## config.mk

```make
export PLATFORM = sky130hd
export DESIGN_NAME = multicycle_control_fsm
export DESIGN_NICKNAME = d
export VERILOG_FILES = /design/src/rtl/control_pkg.sv /design/src/rtl/imm_src_decoder.sv /design/src/rtl/multicycle_control_fsm.sv
export SDC_FILE = /design/constraint.sdc
export NUM_CORES = 1
export LEC_CHECK = 0
export CORE_AREA = 2 2 52 54
export CTS_BUF_LIST = sky130_fd_sc_hd__clkbuf_8
export DETAILED_ROUTE_END_ITERATION = 10
export DIE_AREA = 0 0 54 56
export GPL_TIMING_DRIVEN = 0
export PLACE_DENSITY = 0.79
export SLEW_MARGIN = 25
export SYNTH_ARGS = -nofsm -noshare
export SYNTH_HDL_FRONTEND = slang
export SYNTH_SLANG_ARGS = --single-unit
```

## constraint.sdc

```tcl
create_clock -name clk -period 2 [get_ports clk]
set_clock_uncertainty 0.2 [all_clocks]
set_input_delay 0.4 -clock clk [delete_from_list [all_inputs] [get_ports clk]]
set_output_delay 0.4 -clock clk [all_outputs]
set_load 0.02 [all_outputs]
```

## src/rtl/control_pkg.sv

```systemverilog
// Shared encodings for the multicycle control path: opcodes, FSM states,
// datapath select codes and the per-state control word.
package control_pkg;

    localparam logic [6:0] OP_LW  = 7'b0000011;
    localparam logic [6:0] OP_SW  = 7'b0100011;
    localparam logic [6:0] OP_R   = 7'b0110011;
    localparam logic [6:0] OP_I   = 7'b0010011;
    localparam logic [6:0] OP_BEQ = 7'b1100011;
    localparam logic [6:0] OP_JAL = 7'b1101111;

    localparam logic [1:0] ALUSRCA_PC    = 2'b00;
    localparam logic [1:0] ALUSRCA_OLDPC = 2'b01;
    localparam logic [1:0] ALUSRCA_RS1   = 2'b10;

    localparam logic [1:0] ALUSRCB_RS2  = 2'b00;
    localparam logic [1:0] ALUSRCB_IMM  = 2'b01;
    localparam logic [1:0] ALUSRCB_FOUR = 2'b10;

    localparam logic [1:0] ALUOP_ADD   = 2'b00;
    localparam logic [1:0] ALUOP_SUB   = 2'b01;
    localparam logic [1:0] ALUOP_FUNCT = 2'b10;

    localparam logic [1:0] RESULT_ALUOUT    = 2'b00;
    localparam logic [1:0] RESULT_DATA      = 2'b01;
    localparam logic [1:0] RESULT_ALURESULT = 2'b10;

    localparam logic [1:0] IMM_I = 2'b00;
    localparam logic [1:0] IMM_S = 2'b01;
    localparam logic [1:0] IMM_B = 2'b10;
    localparam logic [1:0] IMM_J = 2'b11;

    typedef enum logic [3:0] {
        S_FETCH    = 4'd0,
        S_DECODE   = 4'd1,
        S_MEMADR   = 4'd2,
        S_MEMREAD  = 4'd3,
        S_MEMWB    = 4'd4,
        S_MEMWRITE = 4'd5,
        S_EXECR    = 4'd6,
        S_EXECI    = 4'd7,
        S_ALUWB    = 4'd8,
        S_JAL      = 4'd9,
        S_BEQ      = 4'd10,
        S_TRAP     = 4'd11
    } state_t;

    // gate: irwrite/pcupdate in this state only fire once memory is ready
    typedef struct packed {
        logic       irwrite;
        logic       pcupdate;
        logic       gate;
        logic       branch;
        logic       regwrite;
        logic       memwrite;
        logic       illegal;
        logic       adrsrc;
        logic [1:0] alusrca;
        logic [1:0] alusrcb;
        logic [1:0] aluop;
        logic [1:0] resultsrc;
    } ctrl_t;

    // Moore control word for each state; unused encodings yield all zeros
    function automatic ctrl_t state_ctrl(state_t s);
        ctrl_t c;
        c = '0;
        case (s)
            S_FETCH: begin
                c.irwrite   = 1'b1;
                c.pcupdate  = 1'b1;
                c.gate      = 1'b1;
                c.alusrca   = ALUSRCA_PC;
                c.alusrcb   = ALUSRCB_FOUR;
                c.aluop     = ALUOP_ADD;
                c.resultsrc = RESULT_ALURESULT;
            end
            S_DECODE: begin
                c.alusrca = ALUSRCA_OLDPC;
                c.alusrcb = ALUSRCB_IMM;
                c.aluop   = ALUOP_ADD;
            end
            S_MEMADR: begin
                c.alusrca = ALUSRCA_RS1;
                c.alusrcb = ALUSRCB_IMM;
            end
            S_MEMREAD: begin
                c.adrsrc    = 1'b1;
                c.resultsrc = RESULT_ALUOUT;
            end
            S_MEMWB: begin
                c.resultsrc = RESULT_DATA;
                c.regwrite  = 1'b1;
            end
            S_MEMWRITE: begin
                c.adrsrc    = 1'b1;
                c.resultsrc = RESULT_ALUOUT;
                c.memwrite  = 1'b1;
            end
            S_EXECR: begin
                c.alusrca = ALUSRCA_RS1;
                c.alusrcb = ALUSRCB_RS2;
                c.aluop   = ALUOP_FUNCT;
            end
            S_EXECI: begin
                c.alusrca = ALUSRCA_RS1;
                c.alusrcb = ALUSRCB_IMM;
                c.aluop   = ALUOP_FUNCT;
            end
            S_ALUWB: begin
                c.resultsrc = RESULT_ALUOUT;
                c.regwrite  = 1'b1;
            end
            S_JAL: begin
                c.alusrca   = ALUSRCA_OLDPC;
                c.alusrcb   = ALUSRCB_FOUR;
                c.resultsrc = RESULT_ALUOUT;
                c.pcupdate  = 1'b1;
            end
            S_BEQ: begin
                c.alusrca   = ALUSRCA_RS1;
                c.alusrcb   = ALUSRCB_RS2;
                c.aluop     = ALUOP_SUB;
                c.resultsrc = RESULT_ALUOUT;
                c.branch    = 1'b1;
            end
            S_TRAP: c.illegal = 1'b1;
            default: c = '0;
        endcase
        return c;
    endfunction

endpackage

```

## src/rtl/imm_src_decoder.sv

```systemverilog
// Opcode to immediate-format map; shared with the single-cycle decoder.
module imm_src_decoder
    import control_pkg::*;
(
    input  logic [6:0] op,
    output logic [1:0] imm_src
);

    // pure lookup, unknown opcodes fall back to I-format
    always_comb begin
        imm_src = IMM_I;
        case (op)
            OP_LW, OP_I: imm_src = IMM_I;
            OP_SW:       imm_src = IMM_S;
            OP_BEQ:      imm_src = IMM_B;
            OP_JAL:      imm_src = IMM_J;
            default:     imm_src = IMM_I;
        endcase
    end

endmodule

```

## src/rtl/multicycle_control_fsm.sv

```systemverilog
// Moore sequencer for the multicycle RISC-V datapath. The control word is
// registered alongside the state so outputs come straight from flops; only
// the FETCH strobes are qualified by mem_ready and everything is forced to
// zero while reset is high.
module multicycle_control_fsm
    import control_pkg::*;
#(
    parameter bit SUPPORT_ITYPE = 1'b1,
    parameter bit SUPPORT_JAL   = 1'b1,
    parameter bit USE_MEM_READY = 1'b1
) (
    input  logic       clk,
    input  logic       reset,
    input  logic [6:0] op,
    input  logic       mem_ready,
    output logic       IRWrite,
    output logic       PCUpdate,
    output logic       Branch,
    output logic       RegWrite,
    output logic       MemWrite,
    output logic       AdrSrc,
    output logic [1:0] ALUSrcA,
    output logic [1:0] ALUSrcB,
    output logic [1:0] ALUOp,
    output logic [1:0] ResultSrc,
    output logic [1:0] ImmSrc,
    output logic       illegal_instr,
    output logic [3:0] fsm_state
);

    state_t     state;
    ctrl_t      ctrl_q;
    logic       rdy;
    logic [1:0] imm_sel;

    assign rdy = USE_MEM_READY ? mem_ready : 1'b1;

    function automatic state_t next_state(state_t s, logic [6:0] o, logic r);
        state_t n;
        case (s)
            S_FETCH:    n = r ? S_DECODE : S_FETCH;
            S_DECODE: begin
                if (o == OP_LW || o == OP_SW)        n = S_MEMADR;
                else if (o == OP_R)                  n = S_EXECR;
                else if (o == OP_I && SUPPORT_ITYPE) n = S_EXECI;
                else if (o == OP_JAL && SUPPORT_JAL) n = S_JAL;
                else if (o == OP_BEQ)                n = S_BEQ;
                else                                 n = S_TRAP;
            end
            S_MEMADR:   n = (o == OP_LW) ? S_MEMREAD : S_MEMWRITE;
            S_MEMREAD:  n = r ? S_MEMWB : S_MEMREAD;
            S_MEMWB:    n = S_FETCH;
            S_MEMWRITE: n = r ? S_FETCH : S_MEMWRITE;
            S_EXECR:    n = S_ALUWB;
            S_EXECI:    n = S_ALUWB;
            S_ALUWB:    n = S_FETCH;
            S_JAL:      n = S_ALUWB;
            S_BEQ:      n = S_FETCH;
            S_TRAP:     n = S_FETCH;
            default:    n = S_FETCH;
        endcase
        return n;
    endfunction

    // state and its control word advance together
    always_ff @(posedge clk) begin
        if (reset) begin
            state  <= S_FETCH;
            ctrl_q <= state_ctrl(S_FETCH);
        end else begin
            state  <= next_state(state, op, rdy);
            ctrl_q <= state_ctrl(next_state(state, op, rdy));
        end
    end

    imm_src_decoder u_imm (
        .op      (op),
        .imm_src (imm_sel)
    );

    // an aborted instruction must not write anything during reset
    assign IRWrite       = ~reset & ctrl_q.irwrite & (rdy | ~ctrl_q.gate);
    assign PCUpdate      = ~reset & ctrl_q.pcupdate & (rdy | ~ctrl_q.gate);
    assign Branch        = ~reset & ctrl_q.branch;
    assign RegWrite      = ~reset & ctrl_q.regwrite;
    assign MemWrite      = ~reset & ctrl_q.memwrite;
    assign illegal_instr = ~reset & ctrl_q.illegal;
    assign AdrSrc        = ~reset & ctrl_q.adrsrc;
    assign ALUSrcA       = reset ? 2'b00 : ctrl_q.alusrca;
    assign ALUSrcB       = reset ? 2'b00 : ctrl_q.alusrcb;
    assign ALUOp         = reset ? 2'b00 : ctrl_q.aluop;
    assign ResultSrc     = reset ? 2'b00 : ctrl_q.resultsrc;
    assign ImmSrc        = reset ? IMM_I : imm_sel;
    assign fsm_state     = state;

endmodule

```

# Word level (Yosys, flattened, before mapping)
# Index checks and enable logic that the tools add are counted.
[classes] n_eq_ne=24 mux=27 n_bitwise=12 reduce_logical=10
[ops] cell="equality test 4 x 3 -> 1 bit, second input constant" n=7
[ops] cell="one-hot mux 4 bit (6 select lines)" n=1
[ops] cell="equality test 4 bit, second input constant" n=5
[ops] cell="one-hot mux 4 bit (5 select lines)" n=1
[ops] cell="equality test 4 x 2 -> 1 bit, second input constant" n=4
[ops] cell="2-to-1 mux 4 bit" n=4
[ops] cell="equality test 7 x 6 -> 1 bit, second input constant" n=2
[ops] cell="equality test 7 bit, second input constant" n=2
[ops] cell="2-to-1 mux 2 bit" n=6
[ops] cell="OR reduction 2 bit" n=6
[ops] cell="AND 1 bit" n=9
[ops] cell="2-to-1 mux 1 bit" n=9
[ops] cell="2-to-1 mux 3 bit" n=3
[ops] cell="equality test 4 x 1 -> 1 bit, second input constant" n=2
[ops] cell="zero test 4 bit" n=2
[ops] cell="one-hot mux 2 bit (2 select lines)" n=2
[ops] cell="equality test 7 x 2 -> 1 bit, second input constant" n=1
[ops] cell="equality test 7 x 5 -> 1 bit, second input constant" n=1
[ops] cell="one-hot mux 2 bit (3 select lines)" n=1
[ops] cell="OR reduction 3 bit" n=1
[ops] cell="NOT 1 bit" n=2
[ops] cell="logical OR 1 bit" n=1
[ops] cell="bitwise OR 1 bit" n=1
[totals] reg_bits=19 input_bits=10 out_inout_bits=21 word_cells=85

# Depth between registers and ports, before layout
[depth] ltp_word=11 depth_mapped=7 depth_no_buf=5

# Cells and area by module
# A second synthesis with hierarchy kept.
[unflattened] cells_unflattened=108 hier_area_um2=969.7
[by_module_without_submodules] mod="multicycle_control_fsm" instances=1 cells_per_inst=102 area_per_inst_um2=925.9 seq_area_each_um2=340.3
[by_module_without_submodules] mod="imm_src_decoder" instances=1 cells_per_inst=6 area_per_inst_um2=43.8 seq_area_each_um2=0.0

# Worst setup path after synthesis
# No wires, ideal clock.
[synth_timing] path_kind="register to register" from="register state[2] (netlist: fsm_state[2])" to="register ctrl_q[4] (netlist name)" setup_ps=75 arrival_time_ps=1775 required_time_ps=1725 slack_ps=-50 path_stages_with_launch=8 n_path_buf=2 period_less_slack_ps=2050 path_cell_list="dfxtp_1 > buf_2 > nor4b_2 > and4b_1 > a2111oi_4 > buf_6 > nand4b_1 > a31oi_1"
[synth_via] elab_chain_len=7 word_cells_on_any_way=21 cone_classes="13 x eq/ne; 3 x mux; 5 x reduce/logical"
[synth_rtl] item="start: declaration" line="multicycle_control_fsm.sv:31" source="state_t state;"
[synth_rtl] item="start signal: assignment" line="multicycle_control_fsm.sv:71" source="state <= next_state(state, op, rdy);"
[synth_rtl] item="equality test 4 bit or equality test 4 x 3 -> 1 bit (tied branches)" line="multicycle_control_fsm.sv:40" source="case (s)"
[synth_rtl] item="OR reduction 3 bit (no line)"
[synth_rtl] item="one-hot mux 4 bit (6 select lines) (*)" line="multicycle_control_fsm.sv:40"
[synth_rtl] item="2-to-1 mux 4 bit (*)" line="multicycle_control_fsm.sv:67" source="if (reset) begin"
[synth_rtl] item="equality test 4 bit, or another cell as far along" line="control_pkg.sv:68" source="case (s)"
[synth_rtl] item="OR reduction 2 bit (no line)"
[synth_rtl] item="one-hot mux 4 bit (5 select lines) (*)" line="control_pkg.sv:68"
[synth_rtl] item="end signal: assignment" line="multicycle_control_fsm.sv:69" source="ctrl_q <= state_ctrl(S_FETCH);"
[synth_rtl] item="end signal: assignment" line="multicycle_control_fsm.sv:72" source="ctrl_q <= state_ctrl(next_state(state, op, rdy));"
[synth_rtl] item="end: declaration" line="multicycle_control_fsm.sv:32" source="ctrl_t ctrl_q;"
# Every way passes the cells marked *; elsewhere a longest branch is shown, timed or not. The select of a mux whose other input is x is not followed.
# A chain may end at the register's enable or synchronous reset.

# Worst setup path after layout
[layout_timing] from="input op[2]" to="output ImmSrc[0]"
[layout_via] elab_chain_len=3 word_cells_on_any_way=5 cone_classes="3 x eq/ne; 2 x mux"
[layout_rtl] item="start: declaration" line="multicycle_control_fsm.sv:14" source="input logic [6:0] op,"
[layout_rtl] item="equality test 7 bit or equality test 7 x 6 -> 1 bit (tied branches)" line="imm_src_decoder.sv:12" source="case (op)"
[layout_rtl] item="one-hot mux 2 bit (3 select lines) (*)" line="imm_src_decoder.sv:12"
[layout_rtl] item="2-to-1 mux 2 bit (*)" line="multicycle_control_fsm.sv:93" source="assign ImmSrc = reset ? IMM_I : imm_sel;"
[layout_rtl] item="end: declaration" line="multicycle_control_fsm.sv:26" source="output logic [1:0] ImmSrc,"
# Every way passes the cells marked *; elsewhere a longest branch is shown, timed or not.

==> results.json <==
{
  "cp_max_fo": 3,
  "yosys.area.top_type": "dfxtp_1",
  "rr_startpoint": "fsm_state[1]",
  "synthTopCellsByArea": "dfxtp_1 35%, nor2b_1 9.8%, nor4b_2 4.4%",
  "crit_path_max_incr_delay_ns": 0.36,
  "rsz0062_at_grt": "yes",
  "core_area_sq_um": 2430,
  "die_h_um": 56,
  "crit_chain": "buf_2 > and4bb_4 > nor2b_4 > a31oi_1 > nor2_1 > buf_4",
  "min_period_ns": 1.98,
  "clockBufferDepth": 2,
  "final_hold_viol_count": 0,
  "syn_inst": 112,
  "numPortBuffers": 29,
  "cts_root_buf": "clkbuf_8",
  "dp_slack_ns": -0.906,
  "synth.distinct_cells": 44,
  "netlist.area_leader.share_pct": 35.2,
  "placedCellCount": 171,
  "syn_nets": 122,
  "multiInputGateArea_sq_um": 687,
  "start_util_pct": 42.1,
  "finalNonFillerCells": 199,
  "setup_ws_ns": 0.0206,
  "grt_start_max_net_pins": 11,
  "vias": 1095,
  "antennaDiodeCount": 0,
  "p_per_area_nw_per_um2": 737,
  "fp-row-count": 18,
  "min_from": "op[4]",
  "cts.clk_slew.worst_paths_ns": 0.06,
  "critPathLaunchType": "primary input",
  "status": "complete, no violations",
  "synth.avg_cell_area_sq_um": 9.14,
  "tightest_slew_ns": 0.426,
  "wirelength_um": 3120,
  "gr-total-overflow": 0,
  "cp_top_family": "simple AND/OR/NAND/NOR gates",
  "hold_path_end": "ctrl_q[7]",
  "ys_top_cells_by_count": "18 x dfxtp_1, 16 x nor2b_1, 11 x nor2_1, 5 x nor3_1",
  "rrSetupSlack_ns": 0.03,
  "fin_nets": 180,
  "worstPathArrival_ns": 1.38,
  "hold_path_depth": 3,
  "ys_async_sr_fraction_pct": 0,
  "synth_edf_count": 0,
  "drt_first_iter_violations": 44,
  "rr_worst_depth": 7,
  "path_buf_inv": 2,
  "drive_gt1_share_pct": 38.5,
  "cts_tree": "done",
  "drt_pass1_iterations": 4,
  "holdBufCountCts": 0,
  "grt_pass1_wl_um": 4240,
  "crit_slowest_cell": "and4bb_4",
  "htree_levels": 1,
  "dp.final_hpwl_um": 1690,
  "drtAntennaViolNets": 0,
  "p_leak_nw": 0.717,
  "drv_slew": 0,
  "fp.dieW_um": 54,
  "yosysMostFrequentCell": "dfxtp_1",
  "setup_viol": 0,
  "post-route-period-util_pct": 99.0,
  "relSlewSlack_pct": 71.4,
  "place.gp.congestion": 0.885,
  "yosysWarnings": 0,
  "ys_seq_area_share_pct": 35.2,
  "clk_latency_ns": 0.25,
  "ys_seq_elements": 18,
  "ys.flop_type": "dfxtp_1",
  "maxCapViolations": 0,
  "grt_pass1_vias": 952,
  "hold_path_class": "primary input to register",
  "required_ns": 1.40,
  "seqCellArea_sq_um": 365,
  "fmax_ghz": 0.505,
  "synth_area_sq_um": 1020,
  "wire_per_inst_um": 15.7,
  "antenna_found_initial": 0,
  "reg2reg_to": "ctrl_q[4]",
  "drc": 0,
  "grt_usage_pct": 18.6,
  "fill_cells": 177,
  "cts_buffers": 3,
  "peakVddDrop_uv": 704,
  "crit_type": "primary input to primary output",
  "cts.sinks": 18,
  "area_growth_syn_to_layout_pct": 65.2,
  "die-area_sq_um": 3020,
  "io_pins": 31,
  "drt-vias-per-instance": 5.50,
  "cp-end-kind": "primary output"
}
==> flip-flops by register name, indices dropped and copies added, names as in the netlist <==
| signal | cells |
|---|---|
| ctrl_q | 14 |
| fsm_state | 4 |
==> where the power goes <==
group | total, mW | switching, mW | internal [mW]
registers | 0.424 | 0.0226 | 0.402
clock network | 0.293 | 0.118 | 0.175
logic | 0.529 | 0.259 | 0.270
==> cell families (layout without fill, tap and decap cells) <==
| group | count (synthesis) | count (layout) | share of synthesized area, % |
|---|---|---|---|
| AO/OA/AOI/OAI | 20 | 20 | 18.2 |
| XOR/XNOR | 1 | 1 | 0.856 |
| buffers and inverters | 11 | 68 | 5.38 |
| flip-flops | 18 | 18 | 35.2 |
| AND/OR/NAND/NOR | 62 | 62 | 40.3 |
==> per-layer routing <==
layer | vias up | share of wire, % | GRT usage [%]
met5 | - | 0 | 0
met4 | 0 | 1.3 | 6.07
met3 | 6 | 6.2 | 5.91
met2 | 42 | 50 | 29.4
met1 | 533 | 42 | 23.4
li1 | 514 | - | -
==> area by class of cell <==
type	instances	share of cell area, %
plain buffers	7	3.77
clock buffers	4	3.26
inverters	4	0.888
multi-input cells	83	40.6
flip-flops and latches	18	21.6
well taps	30	2.22
repair buffers	53	27.6
==> how the worst max path moves through the flow <==
stage / to / from / cells after the start
after global placement: ImmSrc[0] / op[4] / 7
after global routing: ctrl_q[4] / fsm_state[1] / 7
final: ImmSrc[0] / op[2] / 6
after detailed placement: ImmSrc[0] / op[4] / 7
after CTS: ctrl_q[2] / fsm_state[1] / 7
after floorplan: ctrl_q[4] / fsm_state[2] / 7
==> cells in the final DEF (no fill, tap or decap), types with 2 or more instances in the layout <==
| master | n |
|---|---|
| nor4_2 | 2 |
| nand4b_1 | 2 |
| dfxtp_2 | 4 |
| nand3_1 | 2 |
| dfxtp_1 | 14 |
| nand2b_1 | 2 |
| nor2_1 | 11 |
| a2111oi_4 | 2 |
| a31oi_1 | 2 |
| nor4b_2 | 2 |
| nand3b_1 | 2 |
| inv_1 | 4 |
| a311o_1 | 2 |
| nor4b_4 | 2 |
| nor2b_1 | 15 |
| and3_1 | 2 |
| clkbuf_2 | 3 |
| buf_12 | 2 |
| dlygate4sd2_1 | 2 |
| nand2_1 | 4 |
| buf_2 | 5 |
| buf_6 | 3 |
| o21a_1 | 2 |
| dlymetal6s2s_1 | 2 |
| buf_4 | 23 |
| clkdlybuf4s15_1 | 3 |
| nor3_1 | 4 |
| clkdlybuf4s50_1 | 14 |
| clkbuf_8 | 4 |
==> per-stage QoR <==
stage	TNS (ns)	instance area [sq um]	util, %	total power [mW]	hold slack, ns
after floorplan	0	1030	-	0.677	0.362
after global placement	-10.86	1360	55.7	0.790	0.592
after detailed placement	-11.44	1360	55.7	0.800	0.594
after CTS	-0.0188	1530	63.0	1.15	0.284
after global routing	-0.175	1690	69.5	1.31	0.282
final	0	1690	69.5	1.25	0.262
==> worst register-to-register path, delay by kind of cell, from the launching register on <==
kind | cells | cell delay (ns)
compound gates | 3 | 0.73
buf+inv | 2 | 0.33
flops | 1 | 0.34
simple gates | 2 | 0.30
==> repair_timing <==
| item | CTS | global route |
|---|---|---|
| setup buffers | 10 | 13 |
| pin swaps | 7 | 9 |
| endpoints found under the setup margin | 25 | 24 |
| resized for setup | 53 | 22 |
| gates cloned | 0 | 1 |
Note: power is estimated with default switching activity, not from simulation.
